### src/rtl/lsu_load_align.sv
// Load-return alignment stage: reorders the four bank bytes by address parity,
// sign/zero-extends by access size, and holds the result across writeback stalls.
module lsu_load_align #(
    parameter int ADDR_W    = 32,
    parameter bit ZERO_IDLE = 1'b1
) (
    input  logic              i_clk,
    input  logic              i_reset,
    input  logic              i_ld_req,
    input  logic [ADDR_W-1:0] i_lsu_addr,
    input  logic [2:0]        i_bmask,
    input  logic              i_unsigned,
    input  logic              i_stall,
    input  logic              i_flush,
    input  logic [7:0]        i_q_even_1,
    input  logic [7:0]        i_q_odd_1,
    input  logic [7:0]        i_q_even_2,
    input  logic [7:0]        i_q_odd_2,
    output logic              o_ld_valid,
    output logic [31:0]       o_ld_data,
    output logic              o_ld_err
);

    typedef enum logic [1:0] {
        ST_IDLE = 2'd0,
        ST_DATA = 2'd1,
        ST_HOLD = 2'd2
    } state_t;

    state_t      r_state;
    logic        r_a0;
    logic [2:0]  r_bmask;
    logic        r_unsigned;
    logic [31:0] r_hold_data;
    logic        r_hold_err;

    logic        w_accept;
    logic [7:0]  w_b0;
    logic [7:0]  w_b1;
    logic [7:0]  w_b2;
    logic [7:0]  w_b3;
    logic [31:0] w_asm_data;
    logic        w_asm_err;
    logic        w_valid;
    logic [31:0] w_data;
    logic        w_err;
    logic        w_addr_unused;

    function automatic logic bmask_legal(input logic [2:0] bm);
        return (bm == 3'b001) || (bm == 3'b010) || (bm == 3'b100);
    endfunction

    function automatic logic [31:0] extend_load(
        input logic [7:0] b0,
        input logic [7:0] b1,
        input logic [7:0] b2,
        input logic [7:0] b3,
        input logic [2:0] bm,
        input logic       sgn
    );
        logic [31:0] res;
        case (bm)
            3'b001:  res = {{24{sgn & b0[7]}}, b0};
            3'b010:  res = {{16{sgn & b1[7]}}, b1, b0};
            3'b100:  res = {b3, b2, b1, b0};
            default: res = 32'd0;
        endcase
        return res;
    endfunction

    // Only the parity of the address steers the byte lanes.
    assign w_addr_unused = ^i_lsu_addr[ADDR_W-1:1];

    assign w_accept = i_ld_req & ~i_stall & ~i_flush;

    // Odd addresses swap each even/odd bank pair.
    assign w_b0 = r_a0 ? i_q_odd_1  : i_q_even_1;
    assign w_b1 = r_a0 ? i_q_even_1 : i_q_odd_1;
    assign w_b2 = r_a0 ? i_q_odd_2  : i_q_even_2;
    assign w_b3 = r_a0 ? i_q_even_2 : i_q_odd_2;

    assign w_asm_err  = ~bmask_legal(r_bmask);
    assign w_asm_data = extend_load(w_b0, w_b1, w_b2, w_b3, r_bmask, ~r_unsigned);

    always_ff @(posedge i_clk or negedge i_reset) begin
        if (!i_reset) begin
            r_state     <= ST_IDLE;
            r_a0        <= 1'b0;
            r_bmask     <= 3'b000;
            r_unsigned  <= 1'b0;
            r_hold_data <= 32'd0;
            r_hold_err  <= 1'b0;
        end else begin
            if (w_accept) begin
                r_a0       <= i_lsu_addr[0];
                r_bmask    <= i_bmask;
                r_unsigned <= i_unsigned;
            end
            // Banks only drive valid data for one cycle, so capture before they move on.
            if (r_state == ST_DATA && i_stall) begin
                r_hold_data <= w_asm_data;
                r_hold_err  <= w_asm_err;
            end
            if (i_flush) begin
                r_state <= ST_IDLE;
            end else begin
                case (r_state)
                    ST_DATA, ST_HOLD: begin
                        if (i_stall)       r_state <= ST_HOLD;
                        else if (w_accept) r_state <= ST_DATA;
                        else               r_state <= ST_IDLE;
                    end
                    default: r_state <= w_accept ? ST_DATA : ST_IDLE;
                endcase
            end
        end
    end

    always_comb begin
        w_valid = 1'b0;
        w_data  = 32'd0;
        w_err   = 1'b0;
        case (r_state)
            ST_DATA: begin
                w_valid = 1'b1;
                w_data  = w_asm_data;
                w_err   = w_asm_err;
            end
            ST_HOLD: begin
                w_valid = 1'b1;
                w_data  = r_hold_data;
                w_err   = r_hold_err;
            end
            default: begin
                w_valid = 1'b0;
                w_data  = ZERO_IDLE ? 32'd0 : w_asm_data;
                w_err   = 1'b0;
            end
        endcase
    end

    assign o_ld_valid = w_valid;
    assign o_ld_data  = w_data;
    assign o_ld_err   = w_err;

endmodule

### config.mk
export PLATFORM = sky130hd
export DESIGN_NAME = lsu_load_align
export DESIGN_NICKNAME = d
export VERILOG_FILES = /design/src/rtl/lsu_load_align.sv
export SDC_FILE = /design/constraint.sdc
export NUM_CORES = 1
export LEC_CHECK = 0
export CELL_PAD_IN_SITES_DETAIL_PLACEMENT = 0
export CELL_PAD_IN_SITES_GLOBAL_PLACEMENT = 1
export CORE_ASPECT_RATIO = 1.25
export CORE_MARGIN = 3
export CORE_UTILIZATION = 32
export DETAILED_ROUTE_END_ITERATION = 6
export HOLD_SLACK_MARGIN = 0.15
export PLACE_DENSITY_LB_ADDON = 0.1
export SLEW_MARGIN = 10
export SYNTH_ARGS = -nofsm -noshare
export SYNTH_HDL_FRONTEND = slang
export SYNTH_SLANG_ARGS = --single-unit
### constraint.sdc
create_clock -name i_clk -period 2.4 [get_ports i_clk]
set_input_delay 0.6 -clock i_clk [delete_from_list [all_inputs] [get_ports i_clk]]
set_output_delay 0.6 -clock i_clk [all_outputs]
set_load 0.005 [all_outputs]
==> results of run 1 <==
-- cell families (layout without fill, tap and decap cells) --
family | after synthesis | in the layout
buffers and inverters | 28 | 150
XOR/XNOR | 2 | 2
AND/OR/NAND/NOR | 53 | 53
AO/OA/AOI/OAI | 86 | 86
adder cells (fa/ha/maj) | 2 | 2
multiplexers | 46 | 46
flip-flops | 40 | 40
-- critical path, stage by stage, from the launching register on --
cell      delay, ns
dfrtp_2        0.45
xor2_2         0.21
o211ai_4       0.29
buf_6          0.17
buf_12         0.10
buf_12         0.12
nor3_4         0.04
a211o_1        0.28
buf_2          0.13
-- worst max-delay path by stage --
stage,from,end,slack (ns)
2_1_floorplan,r_state[0],o_ld_data[16],0.19
3_3_place_gp,i_q_odd_1[7],o_ld_data[13],-0.57
3_5_place_dp,i_q_odd_1[7],o_ld_data[11],-0.57
4_1_cts,r_bmask[2],o_ld_data[28],-0.27
5_1_grt,r_bmask[0],o_ld_data[28],-0.34
6_report,r_bmask[2],o_ld_data[18],-0.28
-- cell usage after synthesis (3+ instances only) --
master,count,area [µm²]
a211o_1,13,114
a211o_2,3,30.0
a22o_1,8,70.1
buf_2,6,30.0
buf_6,5,56.3
clkbuf_1,11,41.3
dfrtp_1,40,1000
inv_1,3,11.3
mux2_2,13,146
mux2i_1,33,330
nand2_1,21,78.8
nor2_1,4,15.0
nor3_1,16,80.1
nor3b_1,3,22.5
o21ai_0,33,165
o22a_1,16,140
o31ai_1,8,60.1
-- timing repair --
action                     in CTS  in global routing
pin swaps                      43                 16
buffers inserted               22                  6
gates cloned                    3                  0
gates resized for setup       201                 29
setup endpoints to repair      33                 34
-- stage by stage --
stage	hold slack (ns)	instances
2_1_floorplan	0.304	257
3_3_place_gp	0.459	440
3_5_place_dp	0.465	440
4_1_cts	0.337	471
5_1_grt	0.363	474
6_report	0.323	474
-- state kept, by name (all words and copies together) (netlist names) --
name / count
r_bmask: 3
r_unsigned: 1
r_a0: 1
r_hold_err: 1
r_hold_data: 32
r_state: 2
-- where the power goes --
| part | internal (mW) | total [mW] | leakage [nW] | switching (mW) |
|---|---|---|---|---|
| Combinational | 0.469 | 0.870 | 1.48 | 0.401 |
| Sequential | 0.844 | 0.960 | 0.494 | 0.116 |
| Clock | 0.230 | 0.486 | 0.0510 | 0.256 |
| Total | 1.54 | 2.32 | 2.02 | 0.773 |
-- area by class of cell --
class | instances | area, µm²
Timing Repair Buffer | 139 | 1290
Inverter | 3 | 11.3
Tap cell | 95 | 119
Clock buffer | 6 | 82.6
Sequential cell | 40 | 1010
Fill cell | 748 | 3630
Clock inverter | 2 | 10.0
Multi-Input combinational cell | 189 | 1690
-- layer usage --
metal	global-route usage (%)	routed length, µm	vias up
li1	-	-	1206
met1	22.6	3420	1223
met2	31.7	4230	64
met3	2.46	312	7
met4	5.35	78	0
met5	0	0	-
==> impl_metrics.toml, run 1 <==
[status]
status = "complete, but fails checks"
violations = "negative setup slack"

[final_layout]
final_util_pct = 53.7
final_cell_mix = "38 x clkdlybuf4s50_1, 36 x buf_4, 36 x dfrtp_1"
final_common_cell = "clkdlybuf4s50_1"
drive_above_1_share_pct = 45.4
antennaDiodeCount = 0
synthToLayoutAreaGrowth_pct = 62.1
nNetsFinal = 453
final_cell_area_um2 = 4210

[placement]
place_congestion = 0.740
dp.final_hpwl_mm = 5.26
dpl-instance-area_um2 = 3670
pre_cts_ws_ns = -0.570
io_buffers = 75

[floorplanning]
die_h_um = 107
dieWidth_um = 86.5
rows = 36
core_region_area_um2 = 7840
die_area_um2 = 9230
initial_core_util_pct = 33.1
ios = 107

[drt]
routed_via_density = 5.27
routed_wl_mm = 8.05
ant_nets = 0
firstDrtPassIters = 4
drt_iter0_markers = 80
num_vias = 2500
post-route-drc-count = 0
wire_per_inst_um = 17.0

[synthesis]
synth_compound_area_share_pct = 25.0
yosys_warnings = 0
synthSimpleGateAreaFrac_pct = 10.4
synth.distinct_cells = 33
synth_mux_area_share_pct = 18.4
synth-adder-area-share_pct = 0.965
synth_ff_type = "dfrtp_1"
async_flop_share_pct = 100
synth_edf_count = 0
ys_ff_latch = 40
synth_top_family_by_area = "compound AO/OA/AOI/OAI gates"
yosysSeqAreaShare_pct = 38.6
avgSynthCellArea_um2 = 10.1
syn_area_um2 = 2590
syn-num-nets = 332
syn_inst = 257
synthXorXnorAreaFrac_pct = 0.675

[clock_tree]
cts_buffers = 5
path_clk_slew_ns = 0.09
cts_sinks = 40
root_buffer = "clkbuf_8"
ctsHoldBuffers = 0
insertion_delay_ns = 0.30
clk_path_buf_depth = 2
tritoncts = "built"
htree_levels = 2

[worst_setup_path]
crit_fanout = 5
cp-end-kind = "output port"
worstSetupStartpointType = "flip-flop"
crit_arrival_ns = 2.08
crit_required_ns = 1.80
rr_worst_depth = 8
ff2ff_setup_slack_ns = 0.72
r2r-end = "r_hold_data[15]"
r2r_start = "r_bmask[2]"
path_class = "reg2out"

[timing]
setup-violations-final = 26
slew_violations = 0
finClkSkew_ns = 0.0105
hold_viol_final = 0
fin_crit_ns = 2.68
tightest_slew_ns = 0.649
tns_ns = -4.00
final.period_utilization_pct = 112
rsz0062_at_grt = "true"
relSlewSlack_pct = 56.7
timing.final.ws_setup_ns = -0.281
fmax_ghz = 0.373

[global_routing]
grt_pass1_wl_mm = 12.9
antenna_found_initial = 0
grt_overflow = 0
grt_max_degree = 42
grtUsageTotal_pct = 18.0
grt_pass1_vias = 2561

[flow_run]
cap_violations = 0

[power_and_ir_drop]
p_per_area_nw_per_um2 = 551
p_leak_nw = 2.02
vdd_drop_max_mv = 0.244
total_power_mw = 2.32

[min_path]
min_path_type = "in2async"
(Power assumes the default switching activity.)
==> run 2: changes to the inputs <==
--- a/config.mk
+++ b/config.mk
@@ -11,9 +11,10 @@
 export CORE_MARGIN = 3
 export CORE_UTILIZATION = 32
 export DETAILED_ROUTE_END_ITERATION = 6
+export GPL_TIMING_DRIVEN = 0
 export HOLD_SLACK_MARGIN = 0.15
 export PLACE_DENSITY_LB_ADDON = 0.1
-export SLEW_MARGIN = 10
+export SLEW_MARGIN = 40
 export SYNTH_ARGS = -nofsm -noshare
 export SYNTH_HDL_FRONTEND = slang
 export SYNTH_SLANG_ARGS = --single-unit
==> run 2 against run 1 <==
  * Sequential power down 2.9%
  * Via count increased by 5.4%
  * Wire length rose by 10%
  * Register-to-register slack got worse by 0.38 ns
  * Critical path depth increased by 1
  * Non-clock buffer count up 21
  * The flow still finishes with violations (negative setup slack)
  * Combinational power is 10% higher
  * Core utilization rose by 1.5 points
  * Global-route usage grew 1.3 points
==> impl_metrics.toml, run 2 (synthesis results as in run 1) <==
[floorplanning]
dieWidth_um = 86.5
rows = 36
die_h_um = 107
die_area_um2 = 9230
core_region_area_um2 = 7840
ios = 107
initial_core_util_pct = 33.1

[status]
status = "complete, but fails checks"
violations = "negative setup slack"

[placement]
pre_cts_ws_ns = -0.800
place_congestion = 0.851
dp.final_hpwl_mm = 5.78
io_buffers = 75
dpl.cell_count = 428

[drt]
routed_wl_mm = 8.88
firstDrtPassIters = 4
drt_iter0_markers = 87
routed_via_density = 5.33
num_vias = 2636
ant_nets = 0
wire_per_inst_um = 17.9
post-route-drc-count = 0

[timing]
final.period_utilization_pct = 112
fmax_ghz = 0.371
finClkSkew_ns = 0.00659
slew_violations = 0
timing.final.ws_setup_ns = -0.297
hold_viol_final = 0
setup-violations-final = 31
fin_crit_ns = 2.70
tns_ns = -5.89
rsz0062_at_grt = "true"
tightest_slew_ns = 0.629
relSlewSlack_pct = 58.1

[power_and_ir_drop]
vdd_drop_max_mv = 0.264
p_comb_share_pct = 38.9
intPower_mw = 1.66
power_frac_clock_pct = 23.4
p_sw_share_pct = 32.7
p_leak_nw = 2.06
p_per_area_nw_per_um2 = 571
p_switching_mw = 0.807
total_power_mw = 2.47
pwr-share-seq_pct = 37.8

[final_layout]
top_register = "r_hold_data"
final_cell_mix = "40 x dfrtp_1, 38 x clkdlybuf4s50_1, 35 x buf_4"
antennaDiodeCount = 0
drive_above_1_share_pct = 43.8
largest_register_ffs = 32
nFillCells = 748
fin_cells = 495
synthToLayoutAreaGrowth_pct = 66.6
nNetsFinal = 474
final_common_cell = "dfrtp_1"
biggestRegsByFlops = "r_hold_data: 32 flops, r_bmask: 3 flops, r_state: 2 flops"

[clock_tree]
insertion_delay_ns = 0.30
path_clk_slew_ns = 0.08
clk_path_buf_depth = 2
root_buffer = "clkbuf_8"
tritoncts = "built"
cts_buffers = 5
cts_sinks = 40
htree_levels = 2

[worst_setup_path]
crit_fanout = 7
crit_required_ns = 1.80
crit_arrival_ns = 2.10
path_class = "reg2out"
worstSetupStartpointType = "flip-flop"
cp-end-kind = "output port"

[flow_run]
cap_violations = 0

[global_routing]
antenna_found_initial = 0
grtUsageTotal_pct = 19.3
grt_max_degree = 39
grt_overflow = 0
grt_pass1_vias = 2809
grt_pass1_wl_mm = 14.1

[min_path]
min_path_type = "reg2reg"
==> run 2: cell count changes in the layout (fill, tap and decap cells not counted), moves of 3 or more <==
cell,delta
buf_6,+17
buf_12,-6
clkbuf_1,+6
dfrtp_1,+4
dfrtp_2,-4
nand2_1,+3
nor3_1,+3
==> run 2: stage by stage <==
| stage | hold slack, ns | instance area, µm² | utilization (%) |
|---|---|---|---|
| 6_report | 0.481 | 4320 | 55.1 |
| 5_1_grt | 0.508 | 4320 | 55.1 |
| 4_1_cts | 0.486 | 4190 | 53.4 |
| 3_5_place_dp | 0.403 | 3480 | 44.5 |
| 3_3_place_gp | 0.460 | 3460 | 44.2 |
| 2_1_floorplan | 0.304 | 2590 | - |
==> run 2: path summary, 6_finish.rpt <==
kind,from,end,slack (ns),cells after the start
max,r_bmask[0],o_ld_data[16],-0.30,9
min,r_hold_data[7],r_hold_data[7],0.48,2
max reg2reg,r_state[1],r_hold_data[28],0.34,8
min reg2reg,r_hold_data[7],r_hold_data[7],0.48,2
max in group asynchronous,i_reset,r_hold_data[28],1.37,3
min in group asynchronous,i_reset,r_hold_data[0],0.63,2
==> run 2: power by group through the flow <==
stage / registers, mW / clock network, mW / logic (mW)
floorplan: 0.919 / 0 / 0.469
global route: 0.947 / 0.607 / 1.03
CTS: 0.926 / 0.586 / 0.906
global placement: 0.932 / 0 / 0.676
finish: 0.932 / 0.576 / 0.959
detailed placement: 0.938 / 0 / 0.695
==> run 2: critical path, stage by stage, from the launching register on <==
cell	delay (ns)
dfrtp_1	0.40
buf_6	0.14
buf_6	0.12
nor3b_4	0.14
o211ai_2	0.24
a21oi_4	0.10
buf_6	0.15
buf_6	0.11
a211o_1	0.26
buf_2	0.13
==> run 2: area by class of cell <==
cell class                      instances  area (µm²)  area share (%)
Clock inverter                          2        35.0           0.811
Clock buffer                            6        72.6            1.68
Sequential cell                        40        1000            23.2
Tap cell                               95         119            2.75
Timing Repair Buffer                  136        1210            28.0
Multi-Input combinational cell        189        1660            38.4
Inverter                                3        11.3           0.261
Buffer                                 24         211            4.89
==> run 2: metal layers <==
| metal | up-vias | wire (µm) | global-route usage, % |
|---|---|---|---|
| li1 | 1249 | - | - |
| met5 | - | 0 | 0 |
| met3 | 21 | 357 | 3.38 |
| met1 | 1291 | 3710 | 22.7 |
| met4 | 0 | 235 | 6.68 |
| met2 | 75 | 4580 | 34.6 |
==> run 2: what timing repair did <==
action                                  CTS  global route
hold endpoints to repair                  2             0
gates resized for setup                 220            25
buffers inserted                         48             9
gates cloned                              2             0
hold buffers                              1             0
endpoints found under the setup margin   33            33
pin swaps                                41            14
==> run 3: changes to the inputs <==
--- a/config.mk
+++ b/config.mk
@@ -8,7 +8,6 @@
 export CELL_PAD_IN_SITES_DETAIL_PLACEMENT = 0
 export CELL_PAD_IN_SITES_GLOBAL_PLACEMENT = 1
 export CORE_ASPECT_RATIO = 1.25
-export CORE_MARGIN = 3
 export CORE_UTILIZATION = 32
 export DETAILED_ROUTE_END_ITERATION = 6
 export GPL_TIMING_DRIVEN = 0
==> run 3 against run 2 <==
  * The run still ends with negative setup slack left
  * Wire length is 6.5% lower
  * Clock-buffer cell count is 1 higher
  * Setup slack better by 0.029 ns
  * Sequential share of layout area is 0.58 points higher
  * Worst hold slack better by 0.0015 ns
  * Via count is 2.4% lower
  * Clock skew is 0.0044 ns higher
  * Die area is 8.2% lower
  * Largest cell class unchanged
  * Largest power group is now sequential cells
==> impl_metrics.toml, run 3 (synthesis results as in run 1) <==
[power_and_ir_drop]
total_power_mw = 2.46
p_leak_nw = 2.02
p_per_area_nw_per_um2 = 583
vdd_drop_max_mv = 0.299

[global_routing]
grt_pass1_vias = 2668
grt_pass1_wl_mm = 13.3
grt_max_degree = 28
grtUsageTotal_pct = 21.1
grt_overflow = 0
antenna_found_initial = 0

[clock_tree]
cts_buffers = 5
path_clk_slew_ns = 0.08
htree_levels = 2
clk_path_buf_depth = 2
root_buffer = "clkbuf_8"
insertion_delay_ns = 0.30
cts_sinks = 40
tritoncts = "built"

[final_layout]
final_common_cell = "dfrtp_1"
largest_register_ffs = 32
top_register = "r_hold_data"
drive_above_1_share_pct = 42.9
antennaDiodeCount = 0
final_cell_area_um2 = 4220
synthToLayoutAreaGrowth_pct = 62.5
nFillCells = 764
final_cell_mix = "40 x dfrtp_1, 39 x clkdlybuf4s50_1, 33 x buf_6"
biggestRegsByFlops = "r_hold_data: 32 flops, r_bmask: 3 flops, r_state: 2 flops"
final_util_pct = 53.8
nNetsFinal = 459

[drt]
firstDrtPassIters = 5
drt_iter0_markers = 165
routed_via_density = 5.36
num_vias = 2572
post-route-drc-count = 0
ant_nets = 0
routed_wl_mm = 8.31
wire_per_inst_um = 17.3

[timing]
hold_viol_final = 0
final.period_utilization_pct = 111
slew_violations = 0
tightest_slew_ns = 0.546
relSlewSlack_pct = 63.6
rsz0062_at_grt = "true"
fin_crit_ns = 2.67
hold_slack_ns = 0.482
fmax_ghz = 0.375
setup-violations-final = 30
finClkSkew_ns = 0.0110
timing.final.ws_setup_ns = -0.267

[placement]
dpl-instance-area_um2 = 3480
place_congestion = 0.849
io_buffers = 75
pre_cts_ws_ns = -0.796
dp.final_hpwl_mm = 5.58

[worst_setup_path]
crit_required_ns = 1.80
worstSetupStartpointType = "flip-flop"
crit_arrival_ns = 2.07
crit_fanout = 6
path_class = "reg2out"
cp-end-kind = "output port"
ff2ff_setup_slack_ns = 0.41

[floorplanning]
dieWidth_um = 82.5
initial_core_util_pct = 33.1
rows = 36
die_area_um2 = 8470
die_h_um = 103
ios = 107
core_region_area_um2 = 7840

[min_path]
min_path_type = "reg2reg"

[flow_run]
cap_violations = 0

[status]
violations = "negative setup slack"
status = "complete, but fails checks"
run 3: cell type report:
type / instances / area [µm²] / area share [%]
plain buffers: 23 / 170 / 4.04
clock buffers: 7 / 96.3 / 2.29
clock inverters: 1 / 30.0 / 0.712
inverters: 3 / 11.3 / 0.267
multi-input cells: 189 / 1700 / 40.3
flip-flops and latches: 40 / 1000 / 23.7
well taps: 95 / 119 / 2.82
repair buffers: 122 / 1090 / 25.9
run 3: report_power, final:
group | switching (mW) | internal, mW
clock | 0.257 | 0.367
combinational | 0.440 | 0.461
sequential | 0.0895 | 0.841
total | 0.787 | 1.67
run 3: critical path, stage by stage (launching register included):
cell and delay, ns:
dfrtp_1 0.39, buf_6 0.14, buf_6 0.11, and3b_1 0.16, o211ai_2 0.25, a21oi_4 0.11
buf_6 0.15, buf_6 0.11, a211o_1 0.23, buf_2 0.13
run 3: through the flow:
step	cells	setup TNS, ns
CTS	468	-8.99
floorplan	257	0
global placement	427	-38.38
finish	480	-4.37
global route	480	-7.19
detailed placement	428	-19.48
run 3: final timing paths:
check	cells past startpoint	endpoint	startpoint
setup / recovery	9	o_ld_data[28]	r_bmask[0]
hold / removal	2	r_hold_data[3]	r_hold_data[3]
setup reg to reg	8	r_hold_data[29]	r_state[1]
hold reg to reg	2	r_hold_data[3]	r_hold_data[3]
max in group asynchronous	3	r_hold_data[3]	i_reset
min in group asynchronous	2	r_state[1]	i_reset
run 3: repair_timing:
| item | CTS | global route |
|---|---|---|
| pin swaps | 36 | 24 |
| buffers inserted | 28 | 19 |
| resized for setup | 200 | 42 |
| endpoints found under the hold margin | 8 | 0 |
| hold buffers | 1 | 0 |
| endpoints found under the setup margin | 33 | 32 |
| cloned | 3 | 0 |
run 3: routing by layer:
metal / GRT usage [%] / wire, µm
met5: 0 / 0
met1: 25.8 / 3480
met2: 36.0 / 4120
met3: 3.27 / 448
met4: 9.68 / 253
